### config.mk
export PLATFORM = sky130hd
export DESIGN_NAME = systolic_feed_ctrl_flat
export DESIGN_NICKNAME = d
export VERILOG_FILES = /design/src/rtl/systolic_feed_ctrl_pkg.sv /design/src/rtl/systolic_feed_ctrl_if.sv /design/src/rtl/systolic_feed_ctrl_skew_lane_mux.sv /design/src/rtl/systolic_feed_ctrl.sv /design/src/flat_wrapper.sv
export SDC_FILE = /design/constraint.sdc
export NUM_CORES = 1
export LEC_CHECK = 0
export CAP_MARGIN = 20
export CORE_MARGIN = 2
export CORE_UTILIZATION = 45
export CTS_CLUSTER_DIAMETER = 120
export DETAILED_ROUTE_END_ITERATION = 6
export SLEW_MARGIN = 20
export SYNTH_ARGS = -nofsm -noshare
export SYNTH_HDL_FRONTEND = slang
export SYNTH_SLANG_ARGS = --single-unit
### constraint.sdc
create_clock -name clk -period 3.3 [get_ports clk]
set_clock_uncertainty 0.15 [all_clocks]
set_input_delay 0.495 -clock clk [delete_from_list [all_inputs] [get_ports clk]]
set_output_delay 0.495 -clock clk [all_outputs]
set_load 0.01 [all_outputs]
### src/rtl/systolic_feed_ctrl_pkg.sv
// Shared definitions for the systolic feed controller.
// Holds the FSM state type, default sizing, and small helpers for index widths
// and lane packing used by the interface, the top level and the lane muxes.
package systolic_feed_ctrl_pkg;

  typedef enum logic [1:0] {
    StIdle,
    StFeed,
    StFlush,
    StDone
  } state_e;

  localparam int unsigned DefN     = 3;
  localparam int unsigned DefDw    = 8;
  localparam int unsigned DefFlush = 9;

  // Width needed to index n items; never below one bit so N=1-style corners stay legal.
  function automatic int unsigned idx_w(input int unsigned n);
    return (n > 1) ? $clog2(n) : 1;
  endfunction

  // Bit offset of lane k inside a packed bus of dw-wide lanes.
  function automatic int unsigned lane_lsb(input int unsigned k, input int unsigned dw);
    return k * dw;
  endfunction

endpackage

### src/rtl/systolic_feed_ctrl_if.sv
// Host-load and array-edge signal bundle for systolic_feed_ctrl.
// master: host side (drives start/load, observes status and edges).
// slave : controller side.
// Signals: start, ld_en, ld_sel, ld_row, ld_col, ld_data (host -> ctrl);
//          busy, done, feed_valid, pe_l, a_west, b_north (ctrl -> host/array).
interface systolic_feed_ctrl_if
  import systolic_feed_ctrl_pkg::*;
#(
  parameter int unsigned N  = DefN,
  parameter int unsigned DW = DefDw
);

  localparam int unsigned IW = idx_w(N);

  logic          start;
  logic          ld_en;
  logic          ld_sel;
  logic [IW-1:0] ld_row;
  logic [IW-1:0] ld_col;
  logic [DW-1:0] ld_data;

  logic            busy;
  logic            done;
  logic            feed_valid;
  logic            pe_l;
  logic [N*DW-1:0] a_west;
  logic [N*DW-1:0] b_north;

  modport master (
    output start, ld_en, ld_sel, ld_row, ld_col, ld_data,
    input  busy, done, feed_valid, pe_l, a_west, b_north
  );

  modport slave (
    input  start, ld_en, ld_sel, ld_row, ld_col, ld_data,
    output busy, done, feed_valid, pe_l, a_west, b_north
  );

endinterface

### src/rtl/systolic_feed_ctrl_skew_lane_mux.sv
// Skew selector for one array edge lane.
// Lane K carries element [beat-K] of its row/column vector, and zero whenever
// beat-K falls outside 0..N-1.
// Ports: beat  - current beat index
//        elems - N packed elements, element e at bits e*DW +: DW
//        lane  - selected element or zero
module systolic_feed_ctrl_skew_lane_mux
  import systolic_feed_ctrl_pkg::*;
#(
  parameter int unsigned N  = DefN,
  parameter int unsigned DW = DefDw,
  parameter int unsigned K  = 0,
  parameter int unsigned TW = 3
) (
  input  logic [TW-1:0]   beat,
  input  logic [N*DW-1:0] elems,
  output logic [DW-1:0]   lane
);

  always_comb begin
    lane = '0;
    for (int unsigned e = 0; e < N; e++) begin
      if (32'(beat) == K + e) begin
        lane = elems[lane_lsb(e, DW) +: DW];
      end
    end
  end

endmodule

### src/rtl/systolic_feed_ctrl.sv
// Sequencing controller for an N x N systolic multiply array.
// Buffers operand matrices A and B while idle, then streams A rows into the west
// edge and B columns into the north edge with diagonal skew, holds for FLUSH
// cycles, and pulses done.
// Ports: clk, rst_n (synchronous, active low)
//        bus - slave side of systolic_feed_ctrl_if (load port, status, edges)
module systolic_feed_ctrl
  import systolic_feed_ctrl_pkg::*;
#(
  parameter int unsigned N     = DefN,
  parameter int unsigned DW    = DefDw,
  parameter int unsigned FLUSH = DefFlush
) (
  input  logic           clk,
  input  logic           rst_n,
  systolic_feed_ctrl_if.slave bus
);

  localparam int unsigned TW       = idx_w(2 * N - 1);
  localparam int unsigned FW       = idx_w(FLUSH);
  localparam int unsigned LastBeat = 2 * N - 2;

  state_e        state_q, state_d;
  logic [TW-1:0] beat_q, beat_d;
  logic [FW-1:0] flush_q, flush_d;

  logic [DW-1:0] buf_a_q [N][N];
  logic [DW-1:0] buf_a_d [N][N];
  logic [DW-1:0] buf_b_q [N][N];
  logic [DW-1:0] buf_b_d [N][N];

  logic [N-1:0][N*DW-1:0] a_rows;
  logic [N-1:0][N*DW-1:0] b_cols;
  logic [N*DW-1:0]        a_beat, b_beat;
  logic [N*DW-1:0]        a_west_q, a_west_d;
  logic [N*DW-1:0]        b_north_q, b_north_d;
  logic                   ld_ok;

  // Operand buffers: writable only while idle, out-of-range indices dropped.
  always_comb begin
    ld_ok = (state_q == StIdle) && bus.ld_en &&
            (32'(bus.ld_row) < N) && (32'(bus.ld_col) < N);
    buf_a_d = buf_a_q;
    buf_b_d = buf_b_q;
    if (ld_ok) begin
      if (bus.ld_sel) buf_b_d[bus.ld_row][bus.ld_col] = bus.ld_data;
      else            buf_a_d[bus.ld_row][bus.ld_col] = bus.ld_data;
    end
  end

  // Lane vectors are built from the next-state buffers so a load coinciding
  // with start is already visible to the first beats of that run.
  always_comb begin
    a_rows = '0;
    b_cols = '0;
    for (int unsigned i = 0; i < N; i++) begin
      for (int unsigned k = 0; k < N; k++) begin
        a_rows[i][lane_lsb(k, DW) +: DW] = buf_a_d[i][k];
        b_cols[i][lane_lsb(k, DW) +: DW] = buf_b_d[k][i];
      end
    end
  end

  for (genvar k = 0; k < N; k++) begin : g_lane
    systolic_feed_ctrl_skew_lane_mux #(
      .N (N),
      .DW(DW),
      .K (k),
      .TW(TW)
    ) u_a_mux (
      .beat (beat_d),
      .elems(a_rows[k]),
      .lane (a_beat[k*DW +: DW])
    );

    systolic_feed_ctrl_skew_lane_mux #(
      .N (N),
      .DW(DW),
      .K (k),
      .TW(TW)
    ) u_b_mux (
      .beat (beat_d),
      .elems(b_cols[k]),
      .lane (b_beat[k*DW +: DW])
    );
  end

  // FSM next state and counters.
  always_comb begin
    state_d = state_q;
    beat_d  = beat_q;
    flush_d = flush_q;
    unique case (state_q)
      StIdle: begin
        if (bus.start) begin
          state_d = StFeed;
          beat_d  = '0;
        end
      end
      StFeed: begin
        if (beat_q == TW'(LastBeat)) begin
          state_d = StFlush;
          flush_d = '0;
        end else begin
          beat_d = beat_q + 1'b1;
        end
      end
      StFlush: begin
        if (flush_q == FW'(FLUSH - 1)) state_d = StDone;
        else                           flush_d = flush_q + 1'b1;
      end
      StDone:  state_d = StIdle;
      default: state_d = StIdle;
    endcase
  end

  // Edge data is registered for the beat the FSM is about to enter.
  always_comb begin
    a_west_d  = (state_d == StFeed) ? a_beat : '0;
    b_north_d = (state_d == StFeed) ? b_beat : '0;
  end

  // FSM state register.
  always_ff @(posedge clk) begin
    if (!rst_n) begin
      state_q <= StIdle;
      beat_q  <= '0;
      flush_q <= '0;
    end else begin
      state_q <= state_d;
      beat_q  <= beat_d;
      flush_q <= flush_d;
    end
  end

  always_ff @(posedge clk) begin
    if (!rst_n) begin
      buf_a_q   <= '{default: '0};
      buf_b_q   <= '{default: '0};
      a_west_q  <= '0;
      b_north_q <= '0;
    end else begin
      buf_a_q   <= buf_a_d;
      buf_b_q   <= buf_b_d;
      a_west_q  <= a_west_d;
      b_north_q <= b_north_d;
    end
  end

  // FSM outputs.
  always_comb begin
    bus.busy       = (state_q == StFeed) || (state_q == StFlush);
    bus.done       = (state_q == StDone);
    bus.feed_valid = (state_q == StFeed);
    bus.pe_l       = (state_q == StFeed);
    bus.a_west     = a_west_q;
    bus.b_north    = b_north_q;
  end

endmodule
### src/flat_wrapper.sv
// flat-port wrapper written by rule: the top's interface ports become plain ports
module systolic_feed_ctrl_flat import systolic_feed_ctrl_pkg::*;
#(
  parameter int unsigned N     = DefN,
  parameter int unsigned DW    = DefDw,
  parameter int unsigned FLUSH = DefFlush
)
  (clk, rst_n, bus_start, bus_ld_en, bus_ld_sel, bus_ld_row, bus_ld_col, bus_ld_data, bus_busy, bus_done, bus_feed_valid, bus_pe_l, bus_a_west, bus_b_north);
  systolic_feed_ctrl_if #(.N(N), .DW(DW)) bus_i ();
  input  logic clk;
  input  logic rst_n;
  input wire logic [$bits(bus_i.start)-1:0] bus_start;
  input wire logic [$bits(bus_i.ld_en)-1:0] bus_ld_en;
  input wire logic [$bits(bus_i.ld_sel)-1:0] bus_ld_sel;
  input wire logic [$bits(bus_i.ld_row)-1:0] bus_ld_row;
  input wire logic [$bits(bus_i.ld_col)-1:0] bus_ld_col;
  input wire logic [$bits(bus_i.ld_data)-1:0] bus_ld_data;
  output wire logic [$bits(bus_i.busy)-1:0] bus_busy;
  output wire logic [$bits(bus_i.done)-1:0] bus_done;
  output wire logic [$bits(bus_i.feed_valid)-1:0] bus_feed_valid;
  output wire logic [$bits(bus_i.pe_l)-1:0] bus_pe_l;
  output wire logic [$bits(bus_i.a_west)-1:0] bus_a_west;
  output wire logic [$bits(bus_i.b_north)-1:0] bus_b_north;
  assign bus_i.start = bus_start;
  assign bus_i.ld_en = bus_ld_en;
  assign bus_i.ld_sel = bus_ld_sel;
  assign bus_i.ld_row = bus_ld_row;
  assign bus_i.ld_col = bus_ld_col;
  assign bus_i.ld_data = bus_ld_data;
  assign bus_busy = bus_i.busy;
  assign bus_done = bus_i.done;
  assign bus_feed_valid = bus_i.feed_valid;
  assign bus_pe_l = bus_i.pe_l;
  assign bus_a_west = bus_i.a_west;
  assign bus_b_north = bus_i.b_north;
  systolic_feed_ctrl #(.N(N), .DW(DW), .FLUSH(FLUSH)) u_core (.clk(clk), .rst_n(rst_n), .bus(bus_i));
endmodule
; Yosys cells after proc, flatten, opt, wreduce, memory -nomap -nowiden
; Index checks and enable logic that the tools add are counted.
[op_classes]
addsub = 2
bitwise_logic = 2
div = 0
magnitude_cmp = 6
n_reduce_logical = 11
shifts = 0
n_mul = 0
n_mux = 38
n_eq_ne = 12
[op_table]
columns = op, n
row1 = $mux W72, 4
row2 = $mux W8, 19
row3 = $bwmux W72, 2
row4 = $demux W24 S2, 1
row5 = $mux W24, 1
row6 = $demux W8 S2, 1
row7 = $mux W4, 2
row8 = $pmux W2 S4, 1
row9 = $pmux W4 S2, 1
row10 = $eq A3 B2 Y1 const B, 2
row11 = $eq A3 B3 Y1 const B, 2
row12 = $ge A3 B3 Y1 const B, 2
row13 = $lt A3 B1 Y1 const B, 2
row14 = $mux W2, 3
row15 = $mux W3, 2
row16 = $not A2 Y3, 2
row17 = $pmux W3 S2, 1
row18 = $logic_and A1 B1 Y1, 5
row19 = $add A4 B1 Y4 const B, 1
row20 = $eq A2 B1 Y1 const B, 2
row21 = $eq A2 B2 Y1 const B, 2
row22 = $eq A4 B4 Y1 const B, 1
row23 = $lt A2 B2 Y1 const B, 2
row24 = $add A3 B1 Y3 const B, 1
row25 = other kinds (9), 9
[totals]
memories = 0
wordCells = 94
latchBits = 0
mem_bits_ro = 0
reg_bits = 201
ram_bits = 0
out_inout_bits = 52

; Longest topological paths before layout
; Gate-level depths: netlist of run 1.
[depth]
word_depth = 13
depth_mapped = 11
depth_no_buf = 7

; Hierarchy
; Synthesis of run 1 repeated with hierarchy kept, for this count alone.
[unflattened]
hier_cells = 1078
area_unflattened_um2 = 10761.6
[modules_own_cells]
columns = mod, cells_each, n_inst, seq_area_each_um2, area_per_inst_um2
row1 = systolic_feed_ctrl, 920, 1, 4023.9, 9320.2
row2 = systolic_feed_ctrl_skew_lane_mux (u_core.g_lane[0].u_a_mux ...), 30, 2, 0.0, 305.3
row3 = systolic_feed_ctrl_skew_lane_mux (u_core.g_lane[1].u_a_mux ...), 29, 2, 0.0, 225.2
row4 = systolic_feed_ctrl_skew_lane_mux (u_core.g_lane[2].u_a_mux ...), 20, 2, 0.0, 190.2

; Least setup slack after synthesis of run 1
; OpenSTA, ideal clock, no wires.
[synth_timing]
kind = reg2reg
from = reg u_core.state_q[1]
to = reg u_core.a_west_q[2] (netlist: u_core.bus.a_west[2])
synth_period_minus_slack_ps = 2755
path_buffers = 4
path_stages_with_launch = 12
setup_ps = 80
t_arrival_ps = 2525
setup_slack_ps = 545
cell_sequence = dfxtp_1 inv_1 ha_1 clkbuf_1 mux2i_1 a22o_1 buf_6 or4_4 buf_6 buf_6 o32a_1 a211oi_2
[synth_via]
word_cells_on_any_way = 21
classes_between = eq/ne: 6 / mux: 9 / reduce/logical: 6
[synth_lines]
columns = item, line_no
row1 = from (decl), systolic_feed_ctrl.sv:23  ; state_e state_q, state_d;
row2 = from (signal assigned), systolic_feed_ctrl.sv:126  ; state_q <= StIdle;
row3 = from (signal assigned), systolic_feed_ctrl.sv:130  ; state_q <= state_d;
row4 = $eq A2 B1 Y1 (*), --
row5 = net bus_feed_valid, flat_wrapper.sv:20  ; output wire logic [$bits(bus_i.feed_valid)-1:0] bus_feed_valid;
row6 = $pmux W3 S2, systolic_feed_ctrl.sv:93  ; unique case (state_q)
row7 = $logic_not A3 Y1, systolic_feed_ctrl_skew_lane_mux.sv:23  ; if (32'(beat) == K + e) begin
row8 = $mux W8 (3 in a row), systolic_feed_ctrl_skew_lane_mux.sv:23
row9 = to (signal assigned), systolic_feed_ctrl.sv:145  ; a_west_q <= a_west_d;
row10 = to (decl), systolic_feed_ctrl.sv:35  ; logic [N*DW-1:0] a_west_q, a_west_d;
; Mark *: on every way through the listed nets, which the timed path passes. The rest lies on a longest branch.
; A chain may end at the register's enable or synchronous reset.

; Final worst setup path of run 1
[layout_timing]
from = reg u_core.state_q[0]
to = reg u_core.b_north_q[23] (netlist: u_core.bus.b_north[23])
[layout_via]
elab_chain_cells = 8
word_cells_on_any_way = 21
classes_between = eq/ne: 7 / mux: 9 / reduce/logical: 5
[layout_lines]
columns = item, line_no
row1 = branches (longest 8 deep; another with $mux W8), --
row2 = to (signal assigned), systolic_feed_ctrl.sv:146  ; b_north_q <= b_north_d;
row3 = to (decl), systolic_feed_ctrl.sv:36  ; logic [N*DW-1:0] b_north_q, b_north_d;
; Parallel ways; which one is timed is not known.

==> flow_metrics.py, run 1 <==
metrics = {
    "min_path": {
        "hp-class": "flip-flop to flip-flop",
        "hold_depth": 2,
        "min_from": "u_core.buf_a_q[55]",
        "whs_endpoint": "u_core.buf_a_q[55]",
    },
    "route": {
        "routedWlPerCell_um": 18.4,
        "firstDrtPassIters": 5,
        "ant_nets": 0,
        "num_vias": 6082,
        "drt_iter0_drc": 322,
        "viasPerCell": 5.51,
        "route.detailed.drc": 0,
        "drt_wl_total_um": 20300,
    },
    "layout": {
        "final_cell_mix": "201 x dfxtp_1, 144 x nor2_1, 130 x mux2i_1",
        "area_growth_pct": 20.3,
        "stdcell_area_sq_um": 9830,
        "final_util_pct": 54.9,
        "antenna_cells": 0,
        "fill_cells": 1584,
        "multi_input_area_sq_um": 3810,
        "fin_cells": 1103,
        "fin_nets": 890,
        "drive_above_1_share_pct": 14.4,
        "layout_commonest_cell": "dfxtp_1",
        "register_area_sq_um": 4020,
    },
    "synth": {
        "ys_seq_area_share_pct": 49.2,
        "yosysTopAreaCell": "dfxtp_1",
        "ys_types": 48,
        "synth-edff-count": 0,
        "synth_area_leaders": "dfxtp_1 49%, mux2i_1 16%, nor2_1 6.6%, clkbuf_1 2.4%, and3_1 2.4%",
        "ys_ff_latch": 201,
        "syn_inst": 798,
        "synthArstFlopShare_pct": 0,
        "synth.avg_cell_area_sq_um": 10.2,
        "synthesis.area_sq_um": 8170,
        "synthFlopType": "dfxtp_1",
        "synth_top_area_share_pct": 49.2,
        "yosys_warnings": 0,
        "synth_fp_nets": 823,
    },
    "global_routing": {
        "grt_pass1_vias": 6110,
        "overflow": 0,
        "track_usage_pct": 21.0,
        "grt_max_degree": 133,
        "grt_first_pass_wirelength_um": 32900,
        "antenna_found_initial": 0,
    },
    "clock_network": {
        "path_clk_slew_ns": 0.06,
        "cts_hold_buffers": 0,
        "cts_root_buffer": "clkbuf_16",
        "insertion_delay_ns": 0.50,
        "cts_setup_buffers": 0,
        "cts_tree": "built",
        "clock-sinks": 201,
        "cts_buffer_depth": 3,
        "ctsResizeCount": 0,
        "htree_levels": 1,
        "cts_buffers": 21,
    },
    "timing": {
        "setup_viol": 0,
        "period_needed_ns": 3.01,
        "hold_ws_ns": 0.334,
        "rsz0062_at_grt": "no",
        "hold_viol_final": 0,
        "maxSlewHeadroom_pct": 39.0,
        "slew_violations": 0,
        "fmax_mhz": 332,
        "finalSetupTns_ns": 0,
        "period_share_pct": 91.1,
        "setup_slack_ns": 0.292,
        "tightestPinTransition_ns": 0.912,
    },
    "worst_setup_path": {
        "critPathMaxFanout": 32,
        "critPathArrivalTime_ns": 3.26,
        "cp.required_ns": 3.55,
        "reg2reg_depth": 8,
        "regToRegSetupSlack_ns": 0.29,
        "rr_startpoint": "u_core.state_q[0]",
        "endpoint_kind": "flip-flop",
        "path_class": "flip-flop to flip-flop",
        "reg2reg_to": "u_core.bus.b_north[23]",
        "start_kind": "flip-flop",
    },
    "floorplanning": {
        "die_area_sq_um": 19300,
        "core_region_area_sq_um": 17900,
        "start_util_pct": 45.7,
        "fp-row-count": 49,
        "ioPinCount": 69,
        "fp.dieW_um": 139,
        "die_h_um": 139,
    },
    "power": {
        "p_per_area_nw_per_um2": 515,
        "finalPower_mw": 5.07,
        "max-vdd-ir-drop_uv": 382,
        "power.leakage_nw": 3.67,
    },
    "status": {
        "status": "finished clean",
    },
    "placement": {
        "dp.final_hpwl_um": 12900,
        "numPortBuffers": 68,
        "dp.cells": 1071,
        "place_congestion": 0.782,
        "placed_cell_area_sq_um": 9230,
        "pre_cts_slack_ns": 0.144,
    },
    "flow_run": {
        "cap_violations": 0,
    },
}
how the worst max path moves through the flow:
stage	start	cells past startpoint	slack (ns)	to
after floorplan	u_core.state_q[1]	11	0.54	u_core.bus.a_west[2]
after global placement	bus_ld_sel	7	0.20	u_core.bus.a_west[10]
after detailed placement	bus_ld_sel	7	0.14	u_core.bus.a_west[10]
after CTS	u_core.state_q[1]	8	0.30	u_core.bus.b_north[23]
after global routing	u_core.state_q[0]	8	0.04	u_core.bus.a_west[20]
final	u_core.state_q[0]	8	0.29	u_core.bus.b_north[23]
critical path, stage by stage, from the launching register on:
cell      delay [ns]
dfxtp_1         0.41
inv_1           0.09
ha_1            0.29
mux2i_1         0.40
a22oi_1         0.20
or4_1           0.56
buf_4           0.29
o22a_1          0.28
a211oi_1        0.23
sequential cells by signal, indices dropped and copies added, names as in the netlist:
signal              cells
u_core.buf_b_q         72
u_core.bus.b_north     24
u_core.state_q          2
u_core.bus.a_west      24
u_core.buf_a_q         72
u_core.flush_q          4
u_core.beat_q           3
power by group:
group          leakage (nW)  internal, mW  switching (mW)
Clock                 0.296          1.23           0.907
Combinational          1.76         0.158           0.308
Sequential             1.62          2.45          0.0136
metal layers:
layer	vias up	GRT usage [%]	share of wire, %	wire, um
met5	-	0	0	0
met2	126	35.3	47	9630
met3	28	3.18	3.8	765
li1	2933	-	-	-
met4	0	5.00	1.9	381
met1	2995	28.5	47	9540
cell usage after synthesis (4+ instances only):
| master | instances |
|---|---|
| nand2b_1 | 4 |
| mux2_2 | 16 |
| nor3_1 | 11 |
| nor4_2 | 6 |
| buf_1 | 8 |
| o32a_1 | 16 |
| nand2_1 | 22 |
| dfxtp_1 | 201 |
| o22a_1 | 17 |
| and3_1 | 31 |
| a211oi_2 | 14 |
| or4_1 | 4 |
| mux2i_1 | 130 |
| nor2_1 | 144 |
| nor3_2 | 6 |
| ha_1 | 8 |
| buf_6 | 4 |
| clkbuf_1 | 52 |
| and2_1 | 18 |
| buf_2 | 7 |
| o221ai_1 | 16 |
| inv_1 | 9 |
| a211oi_1 | 19 |
cell type report:
cell class	count	area share, %
flip-flops and latches	201	40.9
well taps	229	2.91
clock inverters	2	0.140
clock buffers	30	5.99
inverters	10	0.395
multi-input cells	515	38.8
repair buffers	116	10.8
cell families after synthesis:
| group | after synthesis | share of synthesized area, % |
|---|---|---|
| AO/OA/AOI/OAI | 96 | 10.6 |
| flip-flops | 201 | 49.2 |
| buffers and inverters | 82 | 4.29 |
| AND/OR/NAND/NOR | 262 | 16.2 |
| multiplexers | 146 | 18.1 |
| XOR/XNOR | 3 | 0.322 |
| adder cells (fa/ha/maj) | 8 | 1.22 |
(Power assumes the default switching activity.)
==> run 2: changes to the inputs <==
--- a/config.mk
+++ b/config.mk
@@ -7,8 +7,7 @@
 export LEC_CHECK = 0
 export CAP_MARGIN = 20
 export CORE_MARGIN = 2
-export CORE_UTILIZATION = 45
-export CTS_CLUSTER_DIAMETER = 120
+export CORE_UTILIZATION = 35
 export DETAILED_ROUTE_END_ITERATION = 6
 export SLEW_MARGIN = 20
 export SYNTH_ARGS = -nofsm -noshare
==> run 2 against run 1 <==
Count of clock-buffer cells in the layout unchanged. Sequential share of layout area down 0.83 points. Register-to-register slack better by 0.15 ns. Core utilization down 11 points. Setup slack better by 0.15 ns. Highest routed layer unchanged. Largest cell class unchanged. Largest power group unchanged. First-iteration DRC count up 12%.
==> flow_metrics.py, run 2 (synthesized netlist as in run 1, its figures left out) <==
metrics = {
    "floorplanning": {
        "die_area_sq_um": 24600,
        "die_h_um": 157,
        "fp-row-count": 55,
        "fp.dieW_um": 157,
        "core_region_area_sq_um": 22800,
        "start_util_pct": 35.9,
        "ioPinCount": 69,
    },
    "layout": {
        "antenna_cells": 0,
        "fin_nets": 893,
        "final_cell_mix": "201 x dfxtp_1, 144 x nor2_1, 130 x mux2i_1",
        "reg_top3": "u_core.buf_a_q: 72 flops, u_core.buf_b_q: 72 flops",
        "area_growth_pct": 22.7,
        "layout_commonest_cell": "dfxtp_1",
        "drive_above_1_share_pct": 15.6,
        "final_util_pct": 44.0,
    },
    "global_routing": {
        "overflow": 0,
        "antenna_found_initial": 1,
        "track_usage_pct": 16.9,
        "grt_pass1_vias": 5919,
        "grt_max_degree": 133,
        "grt_first_pass_wirelength_um": 32800,
    },
    "placement": {
        "place_congestion": 0.765,
        "dp.final_hpwl_um": 12900,
        "pre_cts_slack_ns": 0.187,
        "numPortBuffers": 68,
    },
    "route": {
        "drt_iter0_drc": 360,
        "ant_nets": 0,
        "num_vias": 5981,
        "firstDrtPassIters": 4,
        "routedWlPerCell_um": 17.2,
        "drt_wl_total_um": 20500,
        "route.detailed.drc": 0,
        "viasPerCell": 5.01,
    },
    "timing": {
        "maxSlewHeadroom_pct": 48.4,
        "fmax_mhz": 350,
        "finalSetupTns_ns": 0,
        "setup_slack_ns": 0.442,
        "period_needed_ns": 2.86,
        "period_share_pct": 86.6,
        "rsz0062_at_grt": "no",
        "hold_viol_final": 0,
        "setup_viol": 0,
        "slew_violations": 0,
        "tightestPinTransition_ns": 0.771,
    },
    "clock_network": {
        "cts_tree": "built",
        "cts_buffers": 21,
        "cts_buffer_depth": 3,
        "insertion_delay_ns": 0.50,
        "htree_levels": 1,
        "cts_hold_buffers": 0,
        "cts_root_buffer": "clkbuf_16",
        "ctsResizeCount": 0,
        "cts_setup_buffers": 0,
        "clock-sinks": 201,
        "path_clk_slew_ns": 0.06,
    },
    "worst_setup_path": {
        "crit_path_start": "u_core.state_q[0]",
        "worstPathCellList": "inv_1 -> ha_1 -> mux2i_1 -> a32oi_2 -> buf_4 -> or4_4 -> o32a_1 -> a211oi_2",
        "worstSetupEndpoint": "u_core.bus.a_west[6]",
        "regToRegSetupSlack_ns": 0.44,
        "reg2reg_to": "u_core.bus.a_west[6]",
        "reg2reg_depth": 8,
        "rr_startpoint": "u_core.state_q[0]",
        "endpoint_kind": "flip-flop",
        "critPathArrivalTime_ns": 3.13,
        "cpPeakStageDelay_ns": 0.75,
        "critPathMaxFanout": 32,
        "slowest_stage": "or4_4",
        "path_class": "flip-flop to flip-flop",
        "cp.required_ns": 3.57,
        "start_kind": "flip-flop",
    },
    "status": {
        "status": "finished clean",
    },
    "power": {
        "p_per_area_nw_per_um2": 519,
        "max-vdd-ir-drop_uv": 245,
        "seq_power_share_pct": 47.4,
        "intPower_mw": 3.94,
        "netSwitchingPower_mw": 1.27,
        "clockPowerShare_pct": 43.7,
        "power.leakage_nw": 3.73,
        "power_frac_comb_pct": 9.0,
        "p_sw_share_pct": 24.4,
    },
    "min_path": {
        "hp-class": "flip-flop to flip-flop",
    },
    "flow_run": {
        "cap_violations": 0,
    },
}
-- run 2: cell count changes in the layout (fill, tap and decap cells not counted) --
cell and change:
buf_12 +1, buf_4 +2, clkbuf_1 -4, clkbuf_8 +4, clkinv_2 +3, clkinvlp_4 +1
-- run 2: per-layer routing --
metal  track usage [%]  part of all wire, %  wire length (um)  vias up
met5                 0                    0                 0        -
met4              3.98                  1.8               369        0
met3              2.77                  3.2               646       33
met2              28.5                   48              9920      100
met1              22.7                   47              9550     2899
li1                  -                    -                 -     2949
-- run 2: power by group through the flow --
stage	clock [mW]	sequential, mW	combinational (mW)
after global routing	2.43	2.47	0.506
after CTS	2.33	2.47	0.471
final	2.28	2.47	0.467
after global placement	0	2.52	0.469
after detailed placement	0	2.52	0.470
after floorplan	0	2.52	0.292
-- run 2: final cells by class --
type | count | area (sq um)
tap | 313 | 392
multi-input combinational | 515 | 3810
clock inverter | 6 | 36.3
clock buffer | 30 | 629
fill | 2209 | 12700
timing repair buffer | 119 | 1100
sequential | 201 | 4020
inverter | 10 | 38.8
-- run 2: worst max-delay path: cells and delay by family, from the launching register on --
kind                       cells  cell delay (ns)
and+or+nand+nor                1             0.75
AOI/OAI and AO/OA              3             0.57
DFF                            1             0.41
muxes                          1             0.36
buffers and inverters          2             0.30
adders and majority gates      1             0.22
-- run 2: worst min-delay path by stage --
stage,slack (ns),end,cells after the start,from
floorplan,0.30,u_core.buf_a_q[55],2,u_core.buf_a_q[55]
global placement,0.31,u_core.buf_a_q[0],2,u_core.buf_a_q[0]
detailed placement,0.32,u_core.buf_a_q[0],2,u_core.buf_a_q[0]
CTS,0.34,u_core.buf_a_q[0],2,u_core.buf_a_q[0]
global route,0.36,u_core.buf_a_q[55],2,u_core.buf_a_q[55]
finish,0.33,u_core.buf_a_q[48],2,u_core.buf_a_q[48]
-- run 2: through the flow --
stage	total power [mW]	instance area, sq um	std cells	hold WS [ns]
after floorplan	2.81	8170	798	0.299
after global placement	2.99	9370	1158	0.311
after detailed placement	2.99	9370	1158	0.322
after CTS	5.27	10000	1194	0.337
after global routing	5.41	10000	1194	0.362
final	5.21	10000	1194	0.332
==> run 3: changes to the inputs <==
--- a/config.mk
+++ b/config.mk
@@ -9,6 +9,7 @@
 export CORE_MARGIN = 2
 export CORE_UTILIZATION = 35
 export DETAILED_ROUTE_END_ITERATION = 6
+export SKIP_LAST_GASP = 1
 export SLEW_MARGIN = 20
 export SYNTH_ARGS = -nofsm -noshare
 export SYNTH_HDL_FRONTEND = slang
==> constraint.sdc (replaced) <==
create_clock -name clk -period 3.5 [get_ports clk]
set_clock_uncertainty 0.15 [all_clocks]
set_input_delay 0.875 -clock clk [delete_from_list [all_inputs] [get_ports clk]]
set_output_delay 0.875 -clock clk [all_outputs]
set_load 0.01 [all_outputs]
==> run 3 against run 2 <==
Wire length decreased by 1.4%. Clock power increased by 4%. Global-route usage decreased by 0.29 points. Sequential power decreased by 6%. Sequential share of layout area decreased by 0.32 points. Core utilization increased by 0.35 points. Via count decreased by 0.64%. Worst hold slack improved by 0.00089 ns. Critical path depth decreased by 5. Non-clock buffer count unchanged. Critical path type is now flip-flop to output port. Critical endpoint is now bus_feed_valid. Largest cell class unchanged.
==> flow_metrics.py, run 3 (synthesized netlist as in run 1, its figures left out) <==
metrics = {
    "status": {
        "status": "finished clean",
    },
    "worst_setup_path": {
        "worstPathCellList": "inv_1 -> ha_1 -> clkdlybuf4s50_1",
        "cp.required_ns": 2.47,
        "critPathArrivalTime_ns": 1.95,
        "rr_startpoint": "u_core.state_q[1]",
        "slowest_stage": "clkdlybuf4s50_1",
        "regToRegSetupSlack_ns": 0.59,
        "endpoint_kind": "output port",
        "reg2reg_to": "u_core.bus.a_west[16]",
        "reg2reg_depth": 8,
        "path_class": "flip-flop to output port",
        "worst-path-buf-inv": 2,
        "crit_path_start": "u_core.state_q[1]",
        "cpLargestDelayFamily": "buffers and inverters",
        "worstSetupEndpoint": "bus_feed_valid",
        "cpPeakStageDelay_ns": 0.62,
        "critPathMaxFanout": 10,
        "cp.depth": 3,
        "start_kind": "flip-flop",
    },
    "clock_network": {
        "cts_root_buffer": "clkbuf_16",
        "cts_hold_buffers": 0,
        "cts_tree": "built",
        "htree_levels": 1,
        "cts_setup_buffers": 0,
        "path_clk_slew_ns": 0.06,
        "ctsResizeCount": 0,
        "clock-sinks": 201,
        "cts_buffer_depth": 3,
        "cts_buffers": 22,
        "insertion_delay_ns": 0.49,
    },
    "layout": {
        "layout_commonest_cell": "dfxtp_1",
        "fin_nets": 894,
        "reg_top3": "u_core.buf_a_q: 72 flops, u_core.buf_b_q: 72 flops",
        "antenna_cells": 0,
        "fill_cells": 2215,
        "drive_above_1_share_pct": 15.4,
        "final_cell_mix": "201 x dfxtp_1, 144 x nor2_1, 130 x mux2i_1",
        "area_growth_pct": 23.7,
    },
    "floorplanning": {
        "fp.dieW_um": 157,
        "fp-row-count": 55,
        "core_region_area_sq_um": 22800,
        "die_area_sq_um": 24600,
        "ioPinCount": 69,
        "start_util_pct": 35.9,
        "die_h_um": 157,
    },
    "global_routing": {
        "grt_max_degree": 133,
        "grt_first_pass_wirelength_um": 32200,
        "track_usage_pct": 16.6,
        "antenna_found_initial": 0,
        "grt_pass1_vias": 5823,
        "overflow": 0,
    },
    "power": {
        "power.leakage_nw": 3.76,
        "max-vdd-ir-drop_uv": 404,
        "p_per_area_nw_per_um2": 507,
    },
    "placement": {
        "numPortBuffers": 68,
        "dp.final_hpwl_um": 12500,
        "place_congestion": 0.751,
        "pre_cts_slack_ns": 0.112,
    },
    "route": {
        "drt_wl_total_um": 20200,
        "ant_nets": 0,
        "firstDrtPassIters": 4,
        "drt_iter0_drc": 278,
        "route.detailed.drc": 0,
        "routedWlPerCell_um": 16.9,
        "num_vias": 5943,
        "viasPerCell": 4.96,
    },
    "timing": {
        "fmax_mhz": 336,
        "maxSlewHeadroom_pct": 49.6,
        "tightestPinTransition_ns": 0.754,
        "period_share_pct": 85.0,
        "slew_violations": 0,
        "setup_slack_ns": 0.523,
        "finalSetupTns_ns": 0,
        "hold_viol_final": 0,
        "period_needed_ns": 2.98,
        "setup_viol": 0,
        "rsz0062_at_grt": "no",
    },
    "flow_run": {
        "cap_violations": 0,
    },
    "min_path": {
        "min_from": "u_core.buf_a_q[50]",
        "hp-class": "flip-flop to flip-flop",
    },
}
run 3: cell types whose count changed in the layout (fill, tap and decap cells not counted):
cell	previous run	this run
clkbuf_16	21	23
clkinv_2	5	3
clkinvlp_4	1	0
clkbuf_8	7	5
bufinv_16	0	2
clkbuf_1	2	6
run 3: per-stage QoR:
step	power [mW]	utilization, %	cells	hold WS, ns	area (sq um)
floorplan	2.65	-	798	0.299	8170
global route	5.31	44.4	1197	0.364	10100
CTS	5.19	44.4	1197	0.339	10100
detailed placement	2.82	41.1	1158	0.322	9370
finish	5.13	44.4	1197	0.333	10100
global placement	2.82	41.1	1158	0.312	9370
run 3: power breakdown:
part | internal (mW) | switching (mW)
Clock | 1.46 | 0.904
Combinational | 0.151 | 0.291
Sequential | 2.31 | 0.0124
run 3: worst min path at each step:
stage | endpoint | slack (ns) | cells past startpoint
3_5_place_dp | u_core.buf_a_q[6] | 0.32 | 2
2_1_floorplan | u_core.buf_a_q[55] | 0.30 | 2
6_report | u_core.buf_a_q[50] | 0.33 | 2
3_3_place_gp | u_core.buf_a_q[2] | 0.31 | 2
5_1_grt | u_core.buf_a_q[52] | 0.36 | 2
4_1_cts | u_core.buf_a_q[6] | 0.34 | 2
run 3: layout make-up:
cell class,instances,area (sq um),area share (%)
Clock inverter,5,78.8,0.779
Tap cell,313,392,3.87
Timing Repair Buffer,119,1100,10.9
Sequential cell,201,4020,39.8
Inverter,10,38.8,0.384
Clock buffer,34,667,6.59
Multi-Input combinational cell,515,3810,37.7
run 3: worst min-delay path: stages, from the launching register on:
cell	delay (ns)
dfxtp_1	0.30
mux2i_1	0.07
nor2_1	0.08
run 3: layer usage:
metal  wire [um]  track usage, %  vias up
li1            -               -     2950
met1        9780            22.7     2892
met2        9570            27.9       81
met3         593            2.52       20
met4         255            3.23        0
met5           0               0        -
